### config.mk
export PLATFORM = sky130hd
export DESIGN_NAME = tdm_demux
export DESIGN_NICKNAME = d
export VERILOG_FILES = /design/src/rtl/tdm_demux.sv
export SDC_FILE = /design/constraint.sdc
export NUM_CORES = 1
export LEC_CHECK = 0
export ABC_AREA = 1
export ABC_CLOCK_PERIOD_IN_PS = 1500
export CAP_MARGIN = 20
export CORE_UTILIZATION = 46
export DETAILED_ROUTE_END_ITERATION = 12
export MAX_ROUTING_LAYER = met4
export PLACE_DENSITY = 0.79
export SYNTH_ARGS = -nofsm -noshare
export SYNTH_HDL_FRONTEND = slang
export SYNTH_SLANG_ARGS = --single-unit
export TNS_END_PERCENT = 1
### constraint.sdc
create_clock -name clk -period 1.5 [get_ports clk]
set_clock_uncertainty 0.05 [all_clocks]
set_input_delay 0.15 -clock clk [delete_from_list [all_inputs] [get_ports clk]]
set_output_delay 0.15 -clock clk [all_outputs]
set_load 0.1 [all_outputs]
### src/rtl/tdm_demux.sv
// TDM demultiplexer: collects N serial slot bits into a shadow frame and
// publishes the complete frame on Y once slot N-1 has been written.
// A frame_start on a mid-frame sample aborts the partial frame (frame_err)
// and restarts collection from slot 0 with that sample.
module tdm_demux #(
    parameter int N = 4,
    parameter int P = $clog2(N)
) (
    input  logic         clk,
    input  logic         rst_n,
    input  logic         din,
    input  logic         din_valid,
    input  logic         frame_start,
    output logic [N-1:0] Y,
    output logic         frame_valid,
    output logic         frame_err,
    output logic [P-1:0] slot,
    output logic         busy
);

    typedef enum logic {
        IDLE    = 1'b0,
        COLLECT = 1'b1
    } state_t;

    localparam logic [P-1:0] LAST_SLOT = P'(N - 1);
    localparam logic [P-1:0] SLOT_ONE  = P'(1);

    state_t         r_state;
    state_t         w_state_nxt;
    logic [P-1:0]   r_slot;
    logic [P-1:0]   w_slot_nxt;
    logic [N-1:0]   r_shadow;
    logic [N-1:0]   w_shadow_nxt;
    logic [N-1:0]   w_written;
    logic [N-1:0]   r_y;
    logic [N-1:0]   w_y_nxt;
    logic           r_frame_valid;
    logic           w_frame_valid_nxt;
    logic           r_frame_err;
    logic           w_frame_err_nxt;
    logic           r_busy;

    // Shadow frame as it would look with din written into the current slot;
    // this is also the value Y takes when the last slot completes a frame.
    always_comb begin
        w_written = r_shadow;
        for (int k = 0; k < N; k++) begin
            if (r_slot == P'(k)) begin
                w_written[k] = din;
            end
        end
    end

    // Next-state and next-output logic; only sample events (din_valid=1) act.
    always_comb begin
        w_state_nxt       = r_state;
        w_slot_nxt        = r_slot;
        w_shadow_nxt      = r_shadow;
        w_y_nxt           = r_y;
        w_frame_valid_nxt = 1'b0;
        w_frame_err_nxt   = 1'b0;

        if (din_valid) begin
            case (r_state)
                IDLE: begin
                    // Samples without frame_start are stray and ignored.
                    if (frame_start) begin
                        w_shadow_nxt    = r_shadow;
                        w_shadow_nxt[0] = din;
                        w_slot_nxt      = SLOT_ONE;
                        w_state_nxt     = COLLECT;
                    end
                end
                COLLECT: begin
                    if (frame_start) begin
                        // Restart: the partial frame is dropped, Y untouched.
                        w_frame_err_nxt = 1'b1;
                        w_shadow_nxt    = r_shadow;
                        w_shadow_nxt[0] = din;
                        w_slot_nxt      = SLOT_ONE;
                    end else if (r_slot == LAST_SLOT) begin
                        w_shadow_nxt      = w_written;
                        w_y_nxt           = w_written;
                        w_frame_valid_nxt = 1'b1;
                        w_slot_nxt        = '0;
                        w_state_nxt       = IDLE;
                    end else begin
                        w_shadow_nxt = w_written;
                        w_slot_nxt   = r_slot + SLOT_ONE;
                    end
                end
                default: begin
                    w_state_nxt = IDLE;
                    w_slot_nxt  = '0;
                end
            endcase
        end
    end

    // State, frame storage and registered outputs; reset clears everything.
    always_ff @(posedge clk or negedge rst_n) begin
        if (!rst_n) begin
            r_state       <= IDLE;
            r_slot        <= '0;
            r_shadow      <= '0;
            r_y           <= '0;
            r_frame_valid <= 1'b0;
            r_frame_err   <= 1'b0;
            r_busy        <= 1'b0;
        end else begin
            r_state       <= w_state_nxt;
            r_slot        <= w_slot_nxt;
            r_shadow      <= w_shadow_nxt;
            r_y           <= w_y_nxt;
            r_frame_valid <= w_frame_valid_nxt;
            r_frame_err   <= w_frame_err_nxt;
            r_busy        <= (w_state_nxt == COLLECT);
        end
    end

    assign Y           = r_y;
    assign frame_valid = r_frame_valid;
    assign frame_err   = r_frame_err;
    assign slot        = r_slot;
    assign busy        = r_busy;

endmodule
==> reports/results.txt <==
status -> complete, no violations
num rows -> 12
count of yosys warnings during synthesis -> 0
CTS tree -> built
final period utilization -> 0.891
Unique masters post-synth -> 12
cell mode on critical path -> nand2_1
Hold Vio Cnt, Final -> 0
total global routing overflow -> 0
Period minus WS final -> 1.34 ns
P_leak -> 0.444 nW
Slew @ Worst Pin -> 0.549 ns
pwr/cell area -> 2350 nW/um^2
Post-DP Area -> 842 um^2
Die Wd -> 38.1 um
r2r endpoint -> r_shadow[0]$_DFFE_PN0P_
Layout Nets -> 97
Die Footprint -> 1450 um^2
share of cells above drive strength 1 -> 0.230
Vias per Instance -> 4.85
CTS clk-pin slew, worst paths -> 0.07 ns
Vias -> 490
unrepaired setup endpoints after global routing -> false
core area -> 1160 um^2
Mapped Cells -> 70
Post-Place Worst Slack -> 0.129 ns
initial antenna violation count -> 0
Initial Util -> 0.517
Placer Congestion -> 0.796
Antenna Nets Post-Route -> 0
Pre-Repair DR Iteration Count -> 4
DRT iter0 DRCs -> 19
H-tree depth -> 1
CP Buf/Inv Count -> 2
final setup fails -> 0
max-cap violations -> 0
CP Cell Sequence -> inv_1, ha_1, inv_1, nand2_1, nand4_1, nand2_1, nand2_1
final wirelength -> 1120 um
I/O Buffers -> 13
type of the worst min-delay path -> in -> async
vias in the first global route -> 471
Fmax achieved -> 0.748 GHz
sequential fraction of the synthesis area -> 0.502
Clock Tree Buf Depth -> 2
clock tree sinks -> 12
worst-path maximum fanout -> 4
DRC viols -> 0
Root Driver -> clkbuf_4
final instance area -> 868 um^2
Die Y -> 38.1 um
R2R depth -> 7
Final Power -> 2.04 mW
first-pass GRT wire length -> 1880 um
ant diodes -> 0
R2R Setup Slk -> 0.16 ns
Synth Register Bits -> 12
worst r2r src -> slot[0]$_DFFE_PN0P_
Crit. End Element -> register
CP Class -> reg -> reg
Setup TNS Final -> 0 ns
mapped cell area -> 598 um^2
critical path startpoint category -> register
IO Count -> 14
max-slew violations -> 0
Clk Latency, worst-skew pair -> 0.28 ns
syn nets -> 79
Max-slew headroom -> 0.633
cell family with most CP delay -> flip-flops
crit path DAT -> 1.46 ns
all-layer global routing usage -> 0.202
CP peak stage delay -> 0.51 ns
Avg Inst Size Synth -> 8.54 um^2
largest net degree at the start of global routing -> 13
Worst IR Drop VDD -> 1.49 mV
slack of the critical path -> 0.163 ns
required time of the critical path -> 1.62 ns
DPL Wire Length -> 849 um
Syn-to-layout area delta -> 45.2%
Critical-path top delay cell -> dfrtp_4
CTS buffer count -> 3
post_cts resized -> 0
Post-CTS Hold Buffers -> 0
routed wire length per instance -> 11.1 um
postcts setup bufs -> 0
[layer usage]
layer | GRT usage | vias up | routed length, um
li1 | - | 252 | -
met1 | 0.248 | 216 | 480
met2 | 0.305 | 15 | 551
met3 | 0.0523 | 7 | 44
met4 | 0.107 | 0 | 40
met5 | - | - | 0
[logic make-up after synthesis]
kind of cell,synth area share
AND/OR/NAND/NOR,0.282
flip-flops,0.502
buffers and inverters,0.0690
AO/OA/AOI/OAI,0.0628
adder cells (fa/ha/maj),0.0837
[area by class of cell]
class,count,area [um^2]
Sequential cell,12,307
Fill cell,72,288
Multi-Input combinational cell,47,256
Timing Repair Buffer,13,220
Inverter,11,41.3
Clock buffer,4,26.3
Tap cell,14,17.5
[synthesized netlist by cell type]
| library cell | number | area [um^2] |
|---|---|---|
| nand2_1 | 27 | 101 |
| dfrtp_1 | 12 | 300 |
| inv_1 | 11 | 41.3 |
| o21ai_0 | 6 | 30.0 |
| ha_1 | 4 | 50.1 |
| nand2_2 | 3 | 18.8 |
| nand4_1 | 2 | 12.5 |
| nand3_1 | 1 | 5.00 |
| nor2_1 | 1 | 3.75 |
| nor2_4 | 1 | 11.3 |
| nor3_4 | 1 | 16.3 |
| o211ai_1 | 1 | 7.51 |
[worst max-delay path by stage]
stage / to / cells after the start / startpoint
floorplan: Y[0]$_DFFE_PN0P_ / 5 / slot[1]$_DFFE_PN0P_
global placement: Y[3]$_DFFE_PN0P_ / 6 / din_valid
detailed placement: Y[1]$_DFFE_PN0P_ / 6 / din_valid
CTS: r_shadow[0]$_DFFE_PN0P_ / 7 / slot[0]$_DFFE_PN0P_
global route: r_shadow[0]$_DFFE_PN0P_ / 7 / slot[0]$_DFFE_PN0P_
finish: r_shadow[0]$_DFFE_PN0P_ / 7 / slot[0]$_DFFE_PN0P_
[sequential cells by signal, summed over array words and instances (netlist names)]
signal and count:
frame_valid 1, busy 1, Y 4, slot 2, r_shadow 3, frame_err 1
[per-stage QoR]
step	std cells	hold slack, ns	utilization
floorplan	70	-0.196	-
global placement	97	0.451	0.728
detailed placement	97	0.456	0.728
CTS	101	0.181	0.751
global route	101	0.215	0.751
finish	101	0.173	0.751
[layout by cell type, fill, tap and decap left out, types with 2 or more instances in the layout]
master and count:
nand2_1 27, inv_1 11, dfrtp_1 9, buf_12 9, o21ai_0 6, ha_1 4, clkdlybuf4s50_1 4, nand2_2 3
clkbuf_4 3, nand4_1 2, dfrtp_2 2
[power by group]
part / switching (mW) / internal (mW)
Combinational: 0.829 / 0.425
Clock: 0.107 / 0.103
Sequential: 0.127 / 0.448
Total: 1.06 / 0.975
No activity file was read; power rests on OpenSTA's default activity.
